### config.mk
export PLATFORM = sky130hd
export DESIGN_NAME = frame_capture_ctrl
export DESIGN_NICKNAME = d
export VERILOG_FILES = /design/src/rtl/cam_pkg.sv /design/src/rtl/cam_input_sync.sv /design/src/rtl/frame_capture_ctrl.sv
export SDC_FILE = /design/constraint.sdc
export NUM_CORES = 1
export LEC_CHECK = 0
export ABC_AREA = 1
export ABC_CLOCK_PERIOD_IN_PS = 3700
export CORE_MARGIN = 3
export CORE_UTILIZATION = 45
export CTS_BUF_LIST = sky130_fd_sc_hd__clkbuf_4
export DETAILED_ROUTE_END_ITERATION = 16
export GPL_TIMING_DRIVEN = 0
export PLACE_DENSITY = 0.71
export SLEW_MARGIN = 30
export SYNTH_ARGS = -nofsm -noshare
export SYNTH_HDL_FRONTEND = slang
export SYNTH_HIERARCHICAL = 1
export SYNTH_SLANG_ARGS = --single-unit
### constraint.sdc
create_clock -name clk -period 3.7 [get_ports clk]
set_input_delay 0.555 -clock clk [delete_from_list [all_inputs] [get_ports clk]]
set_output_delay 0.555 -clock clk [all_outputs]
set_load 0.01 [all_outputs]
### src/rtl/cam_pkg.sv
// Shared types and default geometry for the camera frame-capture path.
package cam_pkg;

  localparam int DEF_COL_PIXELS = 320;
  localparam int DEF_ROW_PIXELS = 240;
  localparam int DEF_NUM_PIXELS = 76800;
  localparam int ADDR_W         = 17;

  typedef logic [ADDR_W-1:0] addr_t;

  typedef enum logic [1:0] {
    IDLE,
    WAIT_SOF,
    CAPTURE,
    DONE
  } state_t;

endpackage

### src/rtl/cam_input_sync.sv
// Brings the camera bus into the clk domain and flags each pixel-clock rise.
module cam_input_sync (
  input  logic       clk,
  input  logic       rst,
  input  logic       cam_pclk,
  input  logic       cam_vsync,
  input  logic       cam_href,
  input  logic [7:0] cam_data,
  output logic       pclk_rise,
  output logic       vsync_s,
  output logic       href_s,
  output logic [7:0] data_s
);

  // All camera lines share one chain so they stay mutually aligned.
  logic [10:0] meta_reg;
  logic [10:0] sync_reg;
  logic        pclk_prev_reg;

  always_ff @(posedge clk) begin
    if (rst) begin
      meta_reg      <= '0;
      sync_reg      <= '0;
      pclk_prev_reg <= 1'b0;
    end else begin
      meta_reg      <= {cam_pclk, cam_vsync, cam_href, cam_data};
      sync_reg      <= meta_reg;
      pclk_prev_reg <= sync_reg[10];
    end
  end

  assign pclk_rise = sync_reg[10] & ~pclk_prev_reg;
  assign vsync_s   = sync_reg[9];
  assign href_s    = sync_reg[8];
  assign data_s    = sync_reg[7:0];

endmodule

### src/rtl/frame_capture_ctrl.sv
// Captures one RGB444 camera frame per request into a frame buffer and reports
// whether the line and pixel counts matched the expected geometry.
module frame_capture_ctrl
  import cam_pkg::*;
#(
  parameter int COL_PIXELS = DEF_COL_PIXELS,
  parameter int ROW_PIXELS = DEF_ROW_PIXELS,
  parameter int NUM_PIXELS = DEF_NUM_PIXELS
) (
  input  logic        clk,
  input  logic        rst,
  input  logic        cam_pclk,
  input  logic        cam_vsync,
  input  logic        cam_href,
  input  logic [7:0]  cam_data,
  input  logic        capture_req,
  output logic        wr_en,
  output addr_t       wr_addr,
  output logic [11:0] wr_data,
  output logic        frame_valid,
  output logic        frame_error
);

  // Never write past the physical buffer even if the parameters disagree.
  localparam int PIX_LIMIT = (NUM_PIXELS < COL_PIXELS * ROW_PIXELS) ?
                             NUM_PIXELS : COL_PIXELS * ROW_PIXELS;

  logic        pclk_rise;
  logic        vsync_s;
  logic        href_s;
  logic [7:0]  data_s;

  state_t      state_reg, state_next;
  logic        vsync_prev_reg, href_prev_reg;
  logic        phase_reg;
  logic [3:0]  red_reg;
  addr_t       pix_cnt_reg;
  logic [15:0] line_cnt_reg;
  logic        wr_en_reg;
  addr_t       wr_addr_reg;
  logic [11:0] wr_data_reg;
  logic        frame_error_reg;

  logic        vs_fall, vs_rise, href_fall, in_capture, pix_write;
  addr_t       pix_cnt_after;
  logic [15:0] line_cnt_after;

  cam_input_sync u_sync (
    .clk       (clk),
    .rst       (rst),
    .cam_pclk  (cam_pclk),
    .cam_vsync (cam_vsync),
    .cam_href  (cam_href),
    .cam_data  (cam_data),
    .pclk_rise (pclk_rise),
    .vsync_s   (vsync_s),
    .href_s    (href_s),
    .data_s    (data_s)
  );

  assign vs_fall    = pclk_rise & vsync_prev_reg & ~vsync_s;
  assign vs_rise    = pclk_rise & ~vsync_prev_reg & vsync_s;
  assign href_fall  = pclk_rise & href_prev_reg & ~href_s;
  assign in_capture = (state_reg == CAPTURE);
  // Second byte of a pair: href held high since the previous sample, phase 1.
  assign pix_write  = in_capture & pclk_rise & href_s & href_prev_reg & phase_reg &
                      (pix_cnt_reg < addr_t'(PIX_LIMIT));

  // Counts including this cycle's events, so a frame end coinciding with the
  // last write or line end still judges the complete frame.
  assign pix_cnt_after  = pix_cnt_reg + addr_t'(pix_write);
  assign line_cnt_after = line_cnt_reg + 16'(href_fall & in_capture);

  always_ff @(posedge clk) begin
    if (rst) state_reg <= IDLE;
    else     state_reg <= state_next;
  end

  always_comb begin
    state_next = state_reg;
    case (state_reg)
      IDLE:     if (capture_req) state_next = WAIT_SOF;
      WAIT_SOF: if (vs_fall)     state_next = CAPTURE;
      CAPTURE:  if (vs_rise)     state_next = DONE;
      DONE:     if (capture_req) state_next = WAIT_SOF;
      default:                   state_next = IDLE;
    endcase
  end

  always_comb begin
    frame_valid = (state_reg == DONE);
    frame_error = frame_error_reg;
    wr_en       = wr_en_reg;
    wr_addr     = wr_addr_reg;
    wr_data     = wr_data_reg;
  end

  always_ff @(posedge clk) begin
    if (rst) begin
      vsync_prev_reg  <= 1'b0;
      href_prev_reg   <= 1'b0;
      phase_reg       <= 1'b0;
      red_reg         <= '0;
      pix_cnt_reg     <= '0;
      line_cnt_reg    <= '0;
      wr_en_reg       <= 1'b0;
      wr_addr_reg     <= '0;
      wr_data_reg     <= '0;
      frame_error_reg <= 1'b0;
    end else begin
      wr_en_reg <= pix_write;
      if (pclk_rise) begin
        vsync_prev_reg <= vsync_s;
        href_prev_reg  <= href_s;
      end

      if (state_reg == WAIT_SOF && state_next == CAPTURE) begin
        pix_cnt_reg  <= '0;
        line_cnt_reg <= '0;
        phase_reg    <= 1'b0;
      end else if (in_capture) begin
        if (pix_write) begin
          wr_addr_reg <= pix_cnt_reg;
          wr_data_reg <= {red_reg, data_s};
        end
        pix_cnt_reg  <= pix_cnt_after;
        line_cnt_reg <= line_cnt_after;
        // A fresh href always starts at phase 0; an unpaired byte is simply overwritten.
        if (pclk_rise && href_s) begin
          if (!href_prev_reg || !phase_reg) begin
            red_reg   <= data_s[3:0];
            phase_reg <= 1'b1;
          end else begin
            phase_reg <= 1'b0;
          end
        end
      end

      if (in_capture && state_next == DONE)
        frame_error_reg <= (pix_cnt_after != addr_t'(NUM_PIXELS)) ||
                           (line_cnt_after != 16'(ROW_PIXELS));
      else if (state_reg == DONE && state_next != DONE)
        frame_error_reg <= 1'b0;
    end
  end

endmodule

**After elaboration in Yosys (flattened, before gate mapping)**

Index checks and enable logic that the tools add are counted.

- Bits in registers: 96
- Input port bits: 14
- Output and inout port bits: 32

- Add/sub/neg operators: 2
- Order comparisons: 1
- Equal/unequal tests: 8
- Multiplexer cells: 7
- Bitwise operators: 18
- Reductions and logical operators: 15

Operators by type and width:

| kind | count |
|---|---|
| $add 17x1->17 | 1 |
| $lt 17x17->1 const B | 1 |
| $ne 17x17->1 const B | 1 |
| $add 16x1->16 | 1 |
| $ne 16x8->1 const B | 1 |
| $and 1x1->1 | 13 |
| $eq 2x2->1 const B | 4 |
| $mux 2 | 3 |
| $pmux 2 s3 | 1 |
| $not 1->1 | 5 |
| $logic_and 1x1->1 | 4 |
| $reduce_and 4->1 | 1 |
| $reduce_or 2->1 | 2 |
| $mux 1 | 3 |
| $reduce_and 3->1 | 1 |
| $eq 2x1->1 const B | 1 |
| $logic_not 1->1 | 2 |
| $logic_not 2->1 | 1 |
| $logic_or 1x1->1 | 2 |
| $ne 2x2->1 const B | 1 |
| $reduce_and 2->1 | 1 |
| $reduce_bool 2->1 | 1 |

**Depth between registers and ports, before layout**

- Depth after elaboration: 11
- Depth in mapped cells: 22
- Gate-level depth less buffers: 22

**By module**

Netlist, hierarchy kept.

Modules (own cells, without submodules):

| module | times used | cells an instance | area an instance (um^2) | seq. area each (um^2) |
|---|---|---|---|---|
| frame_capture_ctrl | 1 | 546 | 3604.7 | 1461.4 |
| cam_input_sync | 1 | 80 | 719.4 | 460.4 |

**Least setup slack after synthesis**

OpenSTA, ideal clock, no wires.

- Path kind: register -> register
- Start point: register state_reg[0]
- End point: register frame_error_reg (netlist: frame_error)
- Setup time: 0.109 ns
- Arrival time: 2.601 ns
- Required time: 3.591 ns
- Path slack: 0.990 ns
- Stages on the path, launching flop included: 20
- Period minus slack after synthesis: 2.710 ns
- Path through: dfxtp_1 -> inv_1 -> ha_1 -> clkbuf_1 -> clkbuf_1 -> nand2_1 -> nor3_1 -> ha_1 -> ha_1 -> nand2_1 -> nor2_1 -> nand3_1 -> nand2_1 -> nand2_1 -> nor2_1 -> nand3_1 -> nor2_1 -> nand3_1 -> nand2_1 -> inv_1

- Longest elaborated chain between the ends: 10

Ends and longest elaborated chain:

| what | RTL line | RTL |
|---|---|---|
| start, declared | frame_capture_ctrl.sv:33 | `state_t state_reg, state_next;` |
| start signal, assigned | frame_capture_ctrl.sv:76 | `else state_reg <= state_next;` |
| $eq 2x2->1 | frame_capture_ctrl.sv:64, frame_capture_ctrl.sv:81 |  |
| $and 1x1->1 (5 in series) | frame_capture_ctrl.sv:66 | `assign pix_write = in_capture & pclk_rise & href_s & href_prev_reg & phase_reg &` |
| $add 17x1->17 | frame_capture_ctrl.sv:71 | `assign pix_cnt_after = pix_cnt_reg + addr_t'(pix_write);` |
| $ne 17x17->1 | frame_capture_ctrl.sv:140 | `frame_error_reg <= (pix_cnt_after != addr_t'(NUM_PIXELS)) \|\|` |
| $logic_or 1x1->1 | frame_capture_ctrl.sv:140 |  |
| $mux 1 | frame_capture_ctrl.sv:139 | `if (in_capture && state_next == DONE)` |
| end signal, assigned | frame_capture_ctrl.sv:140 |  |
| end, declared | frame_capture_ctrl.sv:42 | `logic frame_error_reg;` |

Parallel ways exist; a longest one is shown, timed or not.
A chain may end at the register's enable or synchronous reset.

**Final worst setup path**

Ends and elaborated chain as after synthesis.

==> metrics.md <==
| Metric | Value |
|---|---|
| Reg2reg setup slack | 0.45 ns |
| Area occupied by multi-input gates | 0.00195 mm^2 |
| Initial Util | 0.466 |
| Port bufs | 45 |
| GRT Total Usage | 0.187 |
| Total of max-cap violations | 0 |
| Wirelength per Cell | 12.3 um |
| Final hold slack | 0.411 ns |
| Fmax | 307 MHz |
| Core Area | 0.00928 mm^2 |
| CTS max path bufs | 2 |
| DR pass1 iterations | 4 |
| CP startpoint kind | flop |
| Die H | 104 um |
| H-tree depth | 3 |
| Combinational cell fraction of total power | 0.268 |
| Post-Layout Cell Count | 816 |
| Yosys reg bits | 96 |
| Synth-to-Final Area Change | 17.5% |
| Total die area | 0.0108 mm^2 |
| Final RePlAce weighted congestion | 0.928 |
| Row count | 35 |
| Tcrit/Tclk final | 0.879 |
| Clock Sinks | 96 |
| Pin count of the biggest net entering global routing | 20 |
| Net Sw Frac | 0.383 |
| I/O pins | 46 |
| CP cell instances | inv_1, ha_1, clkbuf_2, clkbuf_2, nand2_1, nor3_1, ha_1, ha_1, nand2_1, nor2_1, nand3_1, nand2_1, nand2_1, nor2_1, nand3_1, nor2_1, nand3_1, nand2_1, inv_1 |
| Worst hold path type | reg2reg |
| Share of cells above drive strength 1 | 0.0670 |
| Fin. Hold Viols | 0 |
| Cell Int Power | 1.53 mW |
| Final worst setup slack | 0.446 ns |
| PostCTS Resize Cnt | 0 |
| VDD IR max | 0.215 mV |
| CTS Hold Bufs | 0 |
| Status | completed |
| WL final | 10,000 um |
| Placed cells | 800 |
| CTS root buf | clkbuf_4 |
| CTS tree | built |
| Worst-path clk slew | 0.16 ns |
| FILL cells | 907 |
| Leakage power | 2.18 nW |
| Post-Syn Nets | 648 |
| Synthesized area | 0.00432 mm^2 |
| TritonCTS Buffers | 9 |
| RSZ-0062 raised after global routing | no |
| Sw power | 954 uW |
| First-pass GRT wire length | 16,900 um |
| Routed vias/inst | 5.00 |
| Pre-CTS WS | 0.0987 ns |
| Setup Fix Bufs, Post-CTS | 0 |
| Seq pwr share | 0.511 |
| Diode count | 0 |
| Die width | 104 um |
| Vias in the first global route | 3,735 |
| HPWL Detailed | 7540 um |
| Setup Crit Path Kind | reg2reg |
| # setup viols final | 0 |
| Relative slew slack | 0.652 |
| Worst EP required | 4.06 ns |
| Reg area | 0.00192 mm^2 |
| Post-Syn Instances | 626 |
| Critical Path AT | 3.61 ns |
| Post-layout instance area | 0.00508 mm^2 |
| Final slew viol count | 0 |
| Power consumption | 2.49 mW |
| Final core utilization | 0.547 |
| DR vias | 4,078 |
| Initial antenna violation count | 0 |
| Setup Skew | 0.0173 ns |
| P per Cell Area | 490 mW/mm^2 |
| Final net count | 704 |
| Residual DRC | 0 |
| Seq/Total Area, Yosys | 0.444 |
| Ys Warns | 6 |
| Unique masters post-synth | 27 |
| Syn_area_per_cell | 6.91 um^2 |
| Worst slew pin tran | 0.522 ns |
| Post-DRT Antenna Nets | 0 |
| Setup tns final | 0 ns |
| Total gr overflow | 0 |
| Clock Latency Late Sink | 0.45 ns |
| Clk pwr share | 0.221 |
| Starting DRT DRC Count | 252 |
| Crit Path Max Fanout | 10 |
| Tmin final | 3.25 ns |
| DP Area | 0.00494 mm^2 |
| Crit path largest cell delay | 0.39 ns |
| Crit. End Element | flop |
| Crit-path slowest cell | dfxtp_1 |
| Most frequent CP cell | nand2_1 |
-- power groups by stage --
stage	combinational, mW	clock (mW)	sequential (mW)
2_1_floorplan	0.479	0	1.26
3_3_place_gp	0.643	0	1.28
3_5_place_dp	0.662	0	1.29
4_1_cts	0.664	0.570	1.27
5_1_grt	0.762	0.608	1.29
6_report	0.666	0.550	1.27
-- worst max-delay path, delay by kind of cell, from the launching register on --
family / cells / cell delay [ns]
buffers and inverters: 4 / 0.73
AND/OR/NAND/NOR: 12 / 1.46
adder cells (fa/ha/maj): 3 / 0.60
flip-flops: 1 / 0.39
-- cell families (layout without fill, tap and decap cells) --
family          count (synthesis)  in the layout  synth area share
fa+ha+maj                       8              8            0.0231
flops                          96             96             0.444
simple gates                  303            303             0.285
buf+inv                       106            167             0.105
xor+xnor                        3              3           0.00608
compound gates                110            110             0.137
-- cell usage after synthesis --
master       n  area, um^2
o211ai_1     2        15.0
inv_1       77         289
buf_4        9        67.6
inv_2        2        7.51
nor2_2       3        18.8
o21bai_1     4        30.0
ha_1         8         100
o21ai_1      2        10.0
nand4_1      8        50.1
nor2_4       1        11.3
nand2_1    130         488
clkbuf_1    10        37.5
buf_2        6        30.0
xor2_1       1        8.76
nand3b_1     1        7.51
buf_6        2        22.5
o21ai_0     52         260
a211oi_1     8        60.1
nor3_1       2        10.0
nand3_1     32         160
nand2_2      5        31.3
a21oi_1     40         200
dfxtp_1     96        1920
a31oi_1      1        6.26
o2111ai_1    1        8.76
xnor2_1      2        17.5
nor2_1     121         454
-- per-layer routing --
| layer | track usage | share of wire | up-vias |
|---|---|---|---|
| met5 | 0 | 0 | - |
| met4 | 0.0579 | 0.020 | 0 |
| met3 | 0.0478 | 0.059 | 19 |
| met2 | 0.326 | 0.49 | 115 |
| met1 | 0.226 | 0.43 | 1857 |
| li1 | - | - | 2087 |
-- area by class of cell --
| cell class | instances | area share |
|---|---|---|
| clock inverters | 7 | 0.0145 |
| plain buffers | 27 | 0.0315 |
| multi-input cells | 424 | 0.383 |
| flip-flops and latches | 96 | 0.378 |
| well taps | 129 | 0.0318 |
| clock buffers | 9 | 0.0133 |
| inverters | 79 | 0.0584 |
| repair buffers | 45 | 0.0887 |
-- cell usage in the layout, fill, tap and decap left out, types with 3 or more instances in the layout --
master	instances
inv_8	3
nor2_1	121
nand3_1	32
inv_1	77
a211oi_1	8
buf_4	9
ha_1	8
o21ai_0	52
nand2_1	130
clkbuf_4	9
o21bai_1	4
dfxtp_1	96
clkbuf_1	8
a21oi_1	40
nand2_2	5
clkdlybuf4s50_1	45
nor2_2	3
buf_2	6
nand4_1	8
-- path summary, 6_finish.rpt --
| kind | startpoint | to | cells after the start |
|---|---|---|---|
| min reg2reg | u_sync/meta_reg[6] | u_sync/sync_reg[6] | 2 |
| max reg2reg | state_reg[0] | frame_error | 19 |
| min | u_sync/meta_reg[6] | u_sync/sync_reg[6] | 2 |
| max | state_reg[0] | frame_error | 19 |
No activity file was read; power rests on OpenSTA's default activity.
